**config.mk**
```make
export PLATFORM = sky130hd
export DESIGN_NAME = rr_arbiter_flat
export DESIGN_NICKNAME = d
export VERILOG_FILES = /design/src/rtl/rr_arbiter_if.sv /design/src/rtl/rr_arbiter.sv /design/src/flat_wrapper.sv
export SDC_FILE = /design/constraint.sdc
export NUM_CORES = 1
export LEC_CHECK = 0
export CELL_PAD_IN_SITES_DETAIL_PLACEMENT = 0
export CELL_PAD_IN_SITES_GLOBAL_PLACEMENT = 1
export CORE_UTILIZATION = 35
export CTS_CLUSTER_SIZE = 12
export DETAILED_ROUTE_END_ITERATION = 12
export GPL_TIMING_DRIVEN = 0
export PLACE_DENSITY = 0.78
export SLEW_MARGIN = 20
export SYNTH_ARGS = -nofsm -noshare
export SYNTH_HDL_FRONTEND = slang
export SYNTH_SLANG_ARGS = --single-unit
```
**constraint.sdc**
```tcl
create_clock -name i_clk -period 4.21 [get_ports i_clk]
set_input_delay 0.842 -clock i_clk [delete_from_list [all_inputs] [get_ports i_clk]]
set_output_delay 0.842 -clock i_clk [all_outputs]
set_load 0.02 [all_outputs]
```
**src/rtl/rr_arbiter_if.sv**
```systemverilog
// ---------------------------------------------------------------------------
// rr_arbiter_if
// Request/grant bundle between N requesters and the round-robin arbiter.
//   req       : request vector, bit i = requester i wants the resource
//   done      : release strobe from the current grant holder
//   gnt       : registered one-hot grant, all-zero when idle
//   gnt_valid : high while any grant is held (|gnt)
//   gnt_id    : index of granted requester, holds last value while idle
//   timeout   : one-cycle pulse on forced release
// Modports: master = requester side, slave = arbiter side.
// ---------------------------------------------------------------------------
interface rr_arbiter_if #(
    parameter int N = 4
);
    localparam int IW = (N > 1) ? $clog2(N) : 1;

    logic [N-1:0]  req;
    logic          done;
    logic [N-1:0]  gnt;
    logic          gnt_valid;
    logic [IW-1:0] gnt_id;
    logic          timeout;

    modport master (
        output req, done,
        input  gnt, gnt_valid, gnt_id, timeout
    );

    modport slave (
        input  req, done,
        output gnt, gnt_valid, gnt_id, timeout
    );
endinterface

```
**src/rtl/rr_arbiter.sv**
```systemverilog
// ---------------------------------------------------------------------------
// rr_arbiter
// Round-robin arbiter: hands a registered one-hot grant to one of N
// requesters and holds it until the holder releases (done, or by dropping
// its request). After each release the winner gets lowest priority.
//
// Ports:
//   i_clk   : clock, all state on rising edge
//   i_rst_n : synchronous active-low reset
//   arb     : rr_arbiter_if.slave (req, done in; gnt, gnt_valid, gnt_id,
//             timeout out)
// Parameters:
//   N       : number of requesters (>= 2)
//   TIMEOUT : max grant length in cycles (>= 1), only with ARB_TIMEOUT_EN
// Build option:
//   ARB_TIMEOUT_EN : when defined, a grant held TIMEOUT cycles is forcibly
//                    released and timeout pulses for one cycle. When not
//                    defined, grants are held indefinitely and timeout = 0.
// ---------------------------------------------------------------------------
module rr_arbiter #(
    parameter int N       = 4,
    parameter int TIMEOUT = 16
) (
    input  logic         i_clk,
    input  logic         i_rst_n,
    rr_arbiter_if.slave  arb
);
    localparam int IW = (N > 1) ? $clog2(N) : 1;

    typedef enum logic {S_IDLE, S_GRANT} state_t;

    state_t        r_state, w_state_nxt;
    logic [N-1:0]  r_gnt;
    logic [IW-1:0] r_gnt_id;
    logic [IW-1:0] r_ptr;

    logic          w_win_vld;
    logic [IW-1:0] w_win_id;
    logic [N-1:0]  w_win_oh;
    logic          w_rel_normal;
    logic          w_expire;
    logic          w_release;
    logic          w_take;
    logic [IW-1:0] w_ptr_nxt;

    // Rotating priority search: walk offsets from high to low so the
    // smallest offset from r_ptr is the last (and winning) assignment.
    always_comb begin
        w_win_vld = 1'b0;
        w_win_id  = '0;
        for (int off = N - 1; off >= 0; off--) begin
            if (arb.req[(int'(r_ptr) + off) % N]) begin
                w_win_vld = 1'b1;
                w_win_id  = IW'((int'(r_ptr) + off) % N);
            end
        end
    end

    always_comb begin
        w_win_oh = '0;
        for (int i = 0; i < N; i++) begin
            w_win_oh[i] = (int'(w_win_id) == i);
        end
    end

    // Holder releases on done or by withdrawing its own request.
    assign w_rel_normal = arb.done || !arb.req[r_gnt_id];
    assign w_ptr_nxt    = (r_gnt_id == IW'(N - 1)) ? '0 : r_gnt_id + 1'b1;

    // Next-state / control decode
    always_comb begin
        w_state_nxt = r_state;
        w_take      = 1'b0;
        w_release   = 1'b0;
        case (r_state)
            S_IDLE: begin
                if (w_win_vld) begin
                    w_take      = 1'b1;
                    w_state_nxt = S_GRANT;
                end
            end
            S_GRANT: begin
                if (w_rel_normal || w_expire) begin
                    w_release   = 1'b1;
                    w_state_nxt = S_IDLE;
                end
            end
            default: w_state_nxt = S_IDLE;
        endcase
    end

    always_ff @(posedge i_clk) begin
        if (!i_rst_n) begin
            r_state <= S_IDLE;
        end else begin
            r_state <= w_state_nxt;
        end
    end

    always_ff @(posedge i_clk) begin
        if (!i_rst_n) begin
            r_gnt    <= '0;
            r_gnt_id <= '0;
            r_ptr    <= '0;
        end else if (w_take) begin
            r_gnt    <= w_win_oh;
            r_gnt_id <= w_win_id;
        end else if (w_release) begin
            r_gnt    <= '0;
            r_ptr    <= w_ptr_nxt;
        end
    end

`ifdef ARB_TIMEOUT_EN
    localparam int CW = $clog2(TIMEOUT + 1);

    logic [CW-1:0] r_cnt;
    logic          r_timeout;

    // r_cnt counts completed GRANT edges; expiry fires on the TIMEOUT-th.
    assign w_expire = (r_state == S_GRANT) && (r_cnt == CW'(TIMEOUT - 1));

    always_ff @(posedge i_clk) begin
        if (!i_rst_n) begin
            r_cnt     <= '0;
            r_timeout <= 1'b0;
        end else begin
            // A normal release on the expiry edge wins: no timeout pulse.
            r_timeout <= w_release && !w_rel_normal;
            if (r_state != S_GRANT || w_release) begin
                r_cnt <= '0;
            end else begin
                r_cnt <= r_cnt + 1'b1;
            end
        end
    end

    assign arb.timeout = r_timeout;
`else
    assign w_expire    = 1'b0;
    assign arb.timeout = 1'b0;
`endif

    assign arb.gnt       = r_gnt;
    assign arb.gnt_valid = |r_gnt;
    assign arb.gnt_id    = r_gnt_id;
endmodule

```
**src/flat_wrapper.sv**
```systemverilog
// flat-port wrapper written by rule: the top's interface ports become plain ports
module rr_arbiter_flat 
#(
    parameter int N       = 4,
    parameter int TIMEOUT = 16
)
  (i_clk, i_rst_n, arb_req, arb_done, arb_gnt, arb_gnt_valid, arb_gnt_id, arb_timeout);
  rr_arbiter_if #(.N(N)) arb_i ();
  input  logic i_clk;
  input  logic i_rst_n;
  input wire logic [$bits(arb_i.req)-1:0] arb_req;
  input wire logic [$bits(arb_i.done)-1:0] arb_done;
  output wire logic [$bits(arb_i.gnt)-1:0] arb_gnt;
  output wire logic [$bits(arb_i.gnt_valid)-1:0] arb_gnt_valid;
  output wire logic [$bits(arb_i.gnt_id)-1:0] arb_gnt_id;
  output wire logic [$bits(arb_i.timeout)-1:0] arb_timeout;
  assign arb_i.req = arb_req;
  assign arb_i.done = arb_done;
  assign arb_gnt = arb_i.gnt;
  assign arb_gnt_valid = arb_i.gnt_valid;
  assign arb_gnt_id = arb_i.gnt_id;
  assign arb_timeout = arb_i.timeout;
  rr_arbiter #(.N(N), .TIMEOUT(TIMEOUT)) u_core (.i_clk(i_clk), .i_rst_n(i_rst_n), .arb(arb_i));
endmodule
```
# Yosys cells after proc, flatten, opt, wreduce, memory -nomap -nowiden
# Cells that the tools add are included.
totals:
  ff_bits: 9
  inputBits: 7
  output_inout_bits: 8
  elab_cells: 61
op_classes:
  eq_ne: 4
  n_mux: 30
  magnitude_cmp: 5
  n_addsub: 4
  bitwise: 5
  n_reduce_logical: 9
op_table:
  columns: ["op", "count"]
  rows:
  - ["$mux W1", 17]
  - ["$lt A3 B4 Y1 const B", 3]
  - ["$bmux W1 S2", 5]
  - ["$mux W2", 5]
  - ["$mux W4", 2]
  - ["$eq A2 B2 Y1 const B", 3]
  - ["$lt A2 B3 Y1 const B", 2]
  - ["$reduce_or A2 Y1", 3]
  - ["$add A2 B1 Y2 const B", 2]
  - ["$add A2 B2 Y2 const B", 2]
  - ["$reduce_or A4 Y1", 1]
  - ["$and A1 B1 Y1 const A", 3]
  - ["$eq A2 B1 Y1 const B", 1]
  - ["$logic_not A2 Y1", 1]
  - ["$not A1 Y1", 2]
  - ["$pmux W1 S2", 1]
  - ["$reduce_and A2 Y1", 1]
  - ["$reduce_bool A2 Y1", 1]
  - ["$logic_not A1 Y1", 1]
  - ["$logic_or A1 B1 Y1", 1]

# Longest topological paths before layout
# Gate-level depths: netlist of the first run.
depth:
  ltp_word: 14
  depth_mapped: 5
  depth_no_buf: 4

# Least setup slack after synthesis of the first run
# OpenSTA, ideal clock, no wires.
synth_path:
  kind: "input port to flip-flop"
  start: "in arb_req[0]"
  end: "reg u_core.r_gnt_id[0] (netlist: u_core.arb.gnt_id[0])"
  slack_ns: 2.341
  path_buffers: 0
  arrival_ns: 1.799
  cell_stages: 4
  setup_ns: 0.070
  path_cell_list: "and2b_1 -> o21ba_2 -> or4b_1 -> a21oi_1"
synth_via:
  elab_chain_len: 9
synth_lines:
  columns: ["element", "line", "rtl"]
  rows:
  - ["start: declaration", "flat_wrapper.sv:11", "input wire logic [$bits(arb_i.req)-1:0] arb_req;"]
  - ["$bmux W1 S2", "rr_arbiter.sv:52", "if (arb.req[(int'(r_ptr) + off) % N]) begin"]
  - ["$mux W1 (implied by the code) (2 in series)", "rr_arbiter.sv:52", null]
  - ["$mux W1 (4 in series)", "rr_arbiter.sv:52", null]
  - ["$mux W1", "rr_arbiter.sv:77", "if (w_win_vld) begin"]
  - ["$mux W1", "rr_arbiter.sv:75", "case (r_state)"]
  - ["end signal: assignment", "rr_arbiter.sv:107", "r_gnt_id <= w_win_id;"]
  - ["end: declaration", "rr_arbiter.sv:34", "logic [IW-1:0] r_gnt_id;"]
# Parallel ways exist; a longest one is shown, timed or not. The select of a mux whose other input is x is not followed.
# A chain may end at the register's enable or synchronous reset.

# Worst setup path in the final report of the first run
layout_path:
  start: "reg u_core.r_gnt[1] (netlist: u_core.arb.gnt[1])"
  end: "out arb_gnt_valid"
layout_via:
  elab_chain_len: 1
layout_lines:
  columns: ["element", "line", "rtl"]
  rows:
  - ["start: declaration", "rr_arbiter.sv:33", "logic [N-1:0] r_gnt;"]
  - ["start signal: assignment", "rr_arbiter.sv:106", "r_gnt <= w_win_oh;"]
  - ["$reduce_or A4 Y1", "rr_arbiter.sv:145", "assign arb.gnt_valid = |r_gnt;"]
  - ["end: declaration", "flat_wrapper.sv:14", "output wire logic [$bits(arb_i.gnt_valid)-1:0] arb_gnt_valid;"]
# Every way passes these cells.

==> qor.yml, run 1 <==
cts_num_sinks: 9
synth.net_count: 67
cts_tree: "yes"
dp_hpwl_um: 951
fmax_ghz: 0.400
routed_via_density: 5.76
power.internal_mw: 0.163
postCtsSetupBuffers: 0
clock_latency_ns: 0.26
start_kind: "flip-flop"
ys_seq_elements: 9
drive_gt1_share_pct: 14.7
cellPowerDensity_nw_per_um2: 339
p_leak_nw: 0.260
clock_path_buffers: 2
overflow: 0
place.gp.congestion: 0.741
antennaDiodeCount: 0
grt_use_total_pct: 19.6
fin_total_pwr_mw: 0.236
area_delta_synth_final_pct: 31.2
grt_max_degree: 10
synthCells: 59
via_count: 518
htree_levels: 1
die_y_um: 40.9
fill_cells: 151
clk_pin_slew_worst_paths_ns: 0.06
syn_avg_cell_area_sq_um: 8.97
ant_nets: 0
grt_pass1_vias: 476
rows: 13
die_w_um: 40.9
clockPowerShare_pct: 27.8
pwr-share-seq_pct: 42.3
crit_type: "flip-flop to primary output"
outcome: "finished clean"
multi_input_area_sq_um: 323
fin_cells: 90
io_buffers: 12
dpl.cell_count: 86
drtIter0Drc: 7
yosys_warnings: 0
crit_required_ns: 3.37
swShare_pct: 30.9
power_switching_mw: 0.0727
max_slew_margin_pct: 51.6
start_util_pct: 39.2
die-area_sq_um: 1670
min_period_ns: 2.50
first_pass_iters: 3
drv_cap: 0
root_buffer: "clkbuf_4"
drc: 0
grt_pass1_wl_mm: 2.06
end_kind: "primary output"
cts_resized: 0
final_cell_mix: "12 x clkdlybuf4s50_1, 9 x dfxtp_1, 4 x a21oi_1, 4 x nand4_1"
avgRoutedWirePerCell_um: 14.6
seq_area_sq_um: 180
setup_viol: 0
final_common_cell: "clkdlybuf4s50_1"
worstMarginPinSlew_ns: 0.716
critPathMaxFanout: 3
cts_hold_buf: 0
core_sq_um: 1350
finalWirelength_mm: 1.31
nNetsFinal: 84
final_max_slew_viol_count: 0
ioPinCount: 15
grt_antenna_before_repair: 0
finalCritPeriodShare_pct: 59.4
timing.setup.tns_ns: 0
cts_buffers: 3
synth_cell_type_count: 35
crit_arrival_ns: 1.66
skew_ns: 0.00764
rsz0062_at_grt: "no"
comb_power_share_pct: 29.9
hold_violations: 0
ir_drop_mv: 0.176
ys_seq_area_share_pct: 34.0
hold_class: "flip-flop to flip-flop"
syn-cell-area_sq_um: 529
## final timing paths
kind	from	end	slack, ns	depth (start not counted)
worst min register to register	u_core.r_ptr[0]	u_core.r_ptr[0]	0.49	2
worst max-delay path	u_core.arb.gnt[1]	arb_gnt_valid	1.71	2
worst min-delay path	u_core.r_ptr[0]	u_core.r_ptr[0]	0.49	2
worst max register to register	u_core.arb.gnt_id[1]	u_core.arb.gnt[3]	2.59	4
## metal layers
metal | part of all wire [%] | GRT usage [%] | routed length (um)
met1 | 47 | 24.2 | 617
met2 | 46 | 29.7 | 599
met3 | 6.4 | 4.89 | 84
met4 | 0.84 | 12.5 | 11
met5 | 0 | 0 | 0
## power by group through the flow
| stage | combinational, mW | sequential, mW | clock, mW |
|---|---|---|---|
| 4_1_cts | 0.0705 | 0.0997 | 0.0681 |
| 5_1_grt | 0.0766 | 0.101 | 0.0723 |
| 3_5_place_dp | 0.0697 | 0.102 | 0 |
| 2_1_floorplan | 0.0386 | 0.105 | 0 |
| 6_report | 0.0704 | 0.0997 | 0.0654 |
| 3_3_place_gp | 0.0690 | 0.101 | 0 |
## critical path, cell delays in order (launching register included)
cell and delay, ns:
dfxtp_1 0.33, or4_1 0.52, clkdlybuf4s50_1 0.55
## sequential cells by signal, indices dropped and copies added (netlist names)
name / count
u_core.arb.gnt_id: 2
u_core.r_ptr: 2
u_core.r_state: 1
u_core.arb.gnt: 4
## metrics by stage
step | utilization [%] | instance area [sq um] | setup WS [ns] | hold slack [ns]
6_report | 51.4 | 694 | 1.71 | 0.489
5_1_grt | 51.4 | 694 | 1.65 | 0.520
4_1_cts | 51.4 | 694 | 1.70 | 0.490
3_5_place_dp | 49.5 | 668 | 1.67 | 0.485
3_3_place_gp | 49.5 | 668 | 1.70 | 0.475
2_1_floorplan | - | 529 | 2.34 | 0.449
## synth_stat cells
cell / n / area [sq um]
a21boi_0: 1 / 7.51
o21ai_0: 2 / 10.0
nor2_2: 1 / 6.26
conb_1: 1 / 3.75
and2b_1: 2 / 15.0
o31a_2: 1 / 10.0
nand2_1: 3 / 11.3
a21oi_1: 4 / 20.0
buf_6: 1 / 11.3
mux2i_1: 2 / 20.0
a211oi_1: 1 / 7.51
nor2_1: 2 / 7.51
o22ai_1: 1 / 6.26
o21bai_1: 1 / 7.51
o41ai_1: 2 / 17.5
nand2b_1: 1 / 6.26
o221ai_1: 1 / 8.76
or4b_1: 1 / 10.0
nor2b_1: 2 / 12.5
ha_1: 1 / 12.5
nand4_1: 4 / 25.0
buf_1: 1 / 3.75
o31ai_1: 2 / 15.0
a21o_1: 1 / 7.51
nand3_1: 2 / 10.0
buf_4: 1 / 7.51
or2_0: 1 / 6.26
or2_2: 1 / 6.26
a211o_2: 1 / 10.0
inv_1: 1 / 3.75
o311ai_0: 1 / 8.76
or4_1: 1 / 7.51
o21ba_2: 1 / 10.0
dfxtp_1: 9 / 180
o41ai_2: 1 / 16.3
## kinds of logic (layout without fill, tap and decap cells)
kind of cell	Yosys count	after routing	share of synthesized area, %
muxes	2	2	3.78
adders and majority gates	1	1	2.36
DFF	9	9	34.0
other	1	1	0.709
and+or+nand+nor	21	21	23.4
AOI/OAI and AO/OA	21	21	30.7
buffers and inverters	4	20	4.96
## area by class of cell
type                            instances  share of cell area (%)
Tap cell                               15                    2.70
Sequential cell                         9                    25.9
Buffer                                  3                    3.24
Multi-Input combinational cell         46                    46.5
Timing Repair Buffer                   12                    17.3
Inverter                                1                   0.541
Clock buffer                            4                    3.78
Note: power is estimated with default switching activity, not from simulation.
==> inputs of run 2 (changes only) <==
- CORE_UTILIZATION: 35 -> 33
- PLACE_DENSITY: 0.78 -> 0.74
- clock period: 4.21 -> 2.4 ns (I/O delays scaled with it)
==> run 2 against run 1 <==
Net effect:
- setup slack got worse by 1.4 ns
- combinational power rose by 73%
- sequential share of layout area hardly changed
- critical path depth is the same
- register-to-register slack lost 1.8 ns
- sequential power grew 76%
- power is 76% higher
- clock power increased by 80%
- non-clock buffer count unchanged
- clock-buffer cell count is the same
==> qor.yml, run 2 (synthesized netlist as in run 1, its figures left out) <==
outcome: "finished clean"  # unchanged
crit_arrival_ns: 1.65  # was 1.66 ns
crit_slowest_cell: "clkdlybuf4s50_1"  # unchanged
grt_max_degree: 10  # unchanged
final_cell_mix: "12 x clkdlybuf4s50_1, 9 x dfxtp_1, 4 x a21oi_1, 4 x nand4_1"  # unchanged
root_buffer: "clkbuf_4"  # unchanged
finalCritPeriodShare_pct: 88.9
fin_cells: 91  # was 90
area_delta_synth_final_pct: 31.4  # was 31.2%
rsz0062_at_grt: "no"  # unchanged
crit_type: "flip-flop to primary output"  # unchanged
grt_pass1_wl_mm: 2.35  # was 2.06 mm
clock_latency_ns: 0.26  # about the same
dp_hpwl_um: 893  # was 951 um
max_stage_delay_ns: 0.55  # about the same
routed_via_density: 5.54  # was 5.76
drv_cap: 0  # unchanged
htree_levels: 1  # unchanged
cellPowerDensity_nw_per_um2: 596  # was 339 nW/um^2
worstPathCellList: "or4_1 > clkdlybuf4s50_1"  # unchanged
die-area_sq_um: 1770  # was 1670 sq um
p_leak_nw: 0.260  # unchanged
timing.setup.tns_ns: 0  # unchanged
drive_gt1_share_pct: 14.7  # unchanged
drtIter0Drc: 6  # was 7
place.gp.congestion: 0.681  # was 0.741
fmax_ghz: 0.469
start_util_pct: 35.1  # was 39.2%
die_w_um: 42.0  # was 40.9 um
crit_buf_inv: 1  # unchanged
cts_resized: 0  # unchanged
worstMarginPinSlew_ns: 0.695  # was 0.716 ns
cts_tree: "yes"  # unchanged
drc: 0  # unchanged
skew_ns: 0.00642  # was 0.00764 ns
min_period_ns: 2.13
ant_nets: 0  # unchanged
cts_buffers: 3  # unchanged
avgRoutedWirePerCell_um: 13.7  # was 14.6 um
hold_class: "flip-flop to flip-flop"  # unchanged
die_y_um: 42.0  # was 40.9 um
clock_path_buffers: 2  # unchanged
crit_required_ns: 1.92  # was 3.37 ns
start_kind: "flip-flop"  # unchanged
finalWirelength_mm: 1.24  # was 1.31 mm
largest_reg_flops: 4  # unchanged
max_slew_margin_pct: 53.7  # was 51.6%
postCtsSetupBuffers: 0  # unchanged
ir_drop_mv: 0.227  # was 0.176 mV
dpl_cell_area_sq_um: 669  # was 668 sq um
via_count: 504  # was 518
rows: 14  # was 13
cp_top_family: "buffers and inverters"  # unchanged
dpl.cell_count: 87  # was 86
grt_pass1_vias: 520  # was 476
grt_use_total_pct: 17.4  # was 19.6%
clk_pin_slew_worst_paths_ns: 0.07  # was 0.06 ns
overflow: 0  # unchanged
end_kind: "primary output"  # unchanged
nNetsFinal: 84  # unchanged
hold_violations: 0  # unchanged
cts_num_sinks: 9  # unchanged
first_pass_iters: 3  # unchanged
final_max_slew_viol_count: 0  # unchanged
grt_antenna_before_repair: 0  # unchanged
cts_hold_buf: 0  # unchanged
critPathMaxFanout: 3  # unchanged
final_common_cell: "clkdlybuf4s50_1"  # unchanged
core_sq_um: 1510  # was 1350 sq um
antennaDiodeCount: 0  # unchanged
final_cell_area_sq_um: 696  # was 694 sq um
ioPinCount: 15  # unchanged
setup_viol: 0  # unchanged
io_buffers: 12  # unchanged
[run 2: cell counts in the layout (fill, tap and decap cells not counted)]
No cell type changed its count.
[run 2: path summary, 6_finish.rpt]
check | start | end | slack (ns) | cells past startpoint
worst max-delay path | u_core.arb.gnt[1] | arb_gnt_valid | 0.27 | 2
worst min-delay path | u_core.arb.gnt[3] | u_core.arb.gnt[3] | 0.49 | 2
worst max register to register | u_core.arb.gnt_id[1] | u_core.arb.gnt[1] | 0.79 | 4
worst min register to register | u_core.arb.gnt[3] | u_core.arb.gnt[3] | 0.49 | 2
[run 2: final cells by class]
cell class                 count  area, sq um
sequential                     9          180
timing repair buffer          12          120
clock buffer                   4         26.3
fill                         155          811
tap                           16         20.0
buffer                         3         22.5
inverter                       1         3.75
multi-input combinational     46          323
[run 2: per-layer routing]
layer	global-route usage, %	up-vias	part of all wire [%]
li1	-	258	-
met1	23.1	231	51
met2	26.3	13	42
met3	3.88	2	5.6
met4	9.38	0	0.97
met5	0	-	0
[run 2: through the flow]
stage	total power, mW	setup slack (ns)	util [%]	hold WS [ns]
6_report	0.415	0.266	46.2	0.487
5_1_grt	0.446	0.211	46.2	0.513
3_3_place_gp	0.299	0.250	44.4	0.479
2_1_floorplan	0.252	0.893	-	0.449
3_5_place_dp	0.300	0.215	44.4	0.481
4_1_cts	0.421	0.259	46.2	0.493
[run 2: worst reg2reg max path, stage by stage, from the launching register on]
cell and delay [ns]:
dfxtp_1 0.35, or2_2 0.32, o221ai_1 0.57, nand4_1 0.20, o41ai_2 0.08
[run 2: power by group]
| group | switching, mW | internal [mW] | leakage [nW] |
|---|---|---|---|
| logic | 0.0627 | 0.0597 | 0.171 |
| registers | 0.0129 | 0.162 | 0.0738 |
| clock network | 0.0538 | 0.0640 | 0.0150 |
==> inputs of run 3 (changes only) <==
- HOLD_SLACK_MARGIN: unset -> 0.05
- SETUP_SLACK_MARGIN: unset -> 0.5
==> run 3 against run 2 <==
Net effect:
- clock skew about the same
- clock-buffer cell count did not move
- largest cell class unchanged
- hold slack barely moved
- design area grew 0.90%
- fmax is 17% higher
- routed wire length is 0.80% higher
- sequential power is essentially flat
- setup slack improved by 0.31 ns
==> qor.yml, run 3 (synthesized netlist as in run 1, its figures left out) <==
outcome: "finished clean"  # unchanged
postCtsSetupBuffers: 0  # unchanged
whs_endpoint: "u_core.arb.gnt[3]"  # unchanged
ioPinCount: 15  # unchanged
cts_hold_buf: 0  # unchanged
rows: 14  # unchanged
critPathMaxFanout: 5  # was 3
finalWirelength_mm: 1.25  # was 1.24 mm
drc: 0  # unchanged
antennaDiodeCount: 0  # unchanged
cellPowerDensity_nw_per_um2: 589  # was 596 nW/um^2
reg2reg_depth: 4  # unchanged
setup_viol: 0  # unchanged
cts_num_sinks: 9  # unchanged
skew_ns: 0.00658  # was 0.00642 ns
reg2reg_slack_ns: 0.92  # was 0.79 ns
clock_latency_ns: 0.26  # about the same
grt_pass1_vias: 520  # unchanged
timing.rr.end: "u_core.arb.gnt[1]"  # unchanged
final_max_slew_viol_count: 0  # unchanged
nNetsFinal: 84  # unchanged
drv_cap: 0  # unchanged
start_util_pct: 35.1  # unchanged
clockPowerShare_pct: 28.5  # was 28.4%
start_kind: "primary input"  # was flip-flop
final_cell_mix: "9 x clkdlybuf4s50_1, 9 x dfxtp_1, 4 x a21oi_1, 4 x nand4_1"  # was 12 x clkdlybuf4s50_1, 9 x dfxtp_1, 4 x a21oi_1, 4 x nand4_1
first_pass_iters: 4  # was 3
ir_drop_mv: 0.229  # was 0.227 mV
min_path_cells: 2  # unchanged
die-area_sq_um: 1770  # unchanged
drtIter0Drc: 10  # was 6
clk_pin_slew_worst_paths_ns: 0.07  # about the same
grt_antenna_before_repair: 0  # unchanged
crit_type: "primary input to flip-flop"  # was flip-flop to primary output
drive_gt1_share_pct: 17.3  # was 14.7%
grt_use_total_pct: 17.4  # unchanged
comb_power_share_pct: 29.2  # was 29.5%
routed_via_density: 5.63  # was 5.54
hold_class: "flip-flop to flip-flop"  # unchanged
die_y_um: 42.0  # unchanged
die_w_um: 42.0  # unchanged
overflow: 0  # unchanged
clock_path_buffers: 2  # unchanged
ant_nets: 0  # unchanged
swShare_pct: 31.7  # was 31.2%
min_period_ns: 1.83  # was 2.13 ns
finalCritPeriodShare_pct: 76.2  # was 88.9%
p_leak_nw: 0.288  # was 0.260 nW
fmax_ghz: 0.547  # was 0.469 GHz
power.internal_mw: 0.282  # was 0.286 mW
root_buffer: "clkbuf_4"  # unchanged
cts_tree: "yes"  # unchanged
rsz0062_at_grt: "yes"  # was no
fill_cells: 157  # was 155
end_kind: "flip-flop"  # was primary output
core_sq_um: 1510  # unchanged
via_count: 512  # was 504
min-delay-start: "u_core.arb.gnt[3]"  # unchanged
place.gp.congestion: 0.681  # unchanged
pwr-share-seq_pct: 42.4  # was 42.1%
area_delta_synth_final_pct: 32.6  # was 31.4%
grt_max_degree: 10  # unchanged
avgRoutedWirePerCell_um: 13.8  # was 13.7 um
grt_pass1_wl_mm: 2.35  # unchanged
timing.rr.start: "u_core.r_ptr[0]"  # was u_core.arb.gnt_id[1]
largest_reg_flops: 4  # unchanged
dp_hpwl_um: 893  # unchanged
crit_required_ns: 2.59  # was 1.92 ns
whs_ns: 0.487  # about the same
timing.setup.tns_ns: 0  # unchanged
htree_levels: 1  # unchanged
power_switching_mw: 0.131  # was 0.129 mW
cts_buffers: 3  # unchanged
crit_arrival_ns: 2.02  # was 1.65 ns
io_buffers: 12  # unchanged
hold_violations: 0  # unchanged
run 3: cell type report:
class,count,area [sq um],area share [%]
Buffer,3,22.5,3.21
Clock buffer,4,26.3,3.74
Inverter,1,3.75,0.535
Multi-Input combinational cell,46,329,46.9
Sequential cell,9,180,25.7
Tap cell,16,20.0,2.85
Timing Repair Buffer,12,120,17.1
run 3: repair_timing:
action | in CTS | in global routing
pin swaps | 0 | 0
resized for setup | 2 | 6
endpoints found under the setup margin | 4 | 9
run 3: power groups by stage:
stage	combinational [mW]	sequential, mW	clock (mW)
3_3_place_gp	0.121	0.178	0
6_report	0.120	0.175	0.118
3_5_place_dp	0.122	0.178	0
4_1_cts	0.120	0.175	0.124
5_1_grt	0.133	0.178	0.134
2_1_floorplan	0.0677	0.184	0
run 3: how the worst max path moves through the flow:
stage	startpoint	endpoint	slack, ns	depth (start not counted)
global placement	arb_req[2]	u_core.arb.gnt[2]	0.25	5
detailed placement	arb_req[2]	u_core.arb.gnt[2]	0.22	5
floorplan	arb_req[0]	u_core.arb.gnt_id[0]	0.89	4
global route	arb_req[2]	u_core.arb.gnt[2]	0.48	5
finish	arb_req[0]	u_core.arb.gnt_id[0]	0.57	5
CTS	u_core.arb.gnt[1]	arb_gnt_valid	0.49	2
run 3: metal layers:
| layer | share of wire, % | GRT usage (%) |
|---|---|---|
| met1 | 49 | 23.1 |
| met2 | 44 | 26.3 |
| met3 | 6.1 | 3.88 |
| met4 | 0.96 | 9.38 |
| met5 | 0 | 0 |
run 3: worst max-delay path: stages:
cell             delay [ns]
clkdlybuf4s50_1        0.47
and2b_1                0.21
o21ba_2                0.23
or4b_1                 0.49
a21oi_1                0.13
run 3: stage by stage:
step                instance area [sq um]  cells  power [mW]  worst slack [ns]  utilization, %
floorplan                             529     59       0.252             0.893               -
global route                          702     91       0.445             0.480            46.6
detailed placement                    669     87       0.300             0.215            44.4
finish                                702     91       0.413             0.572            46.6
global placement                      669     87       0.299             0.250            44.4
CTS                                   694     91       0.419             0.485            46.1
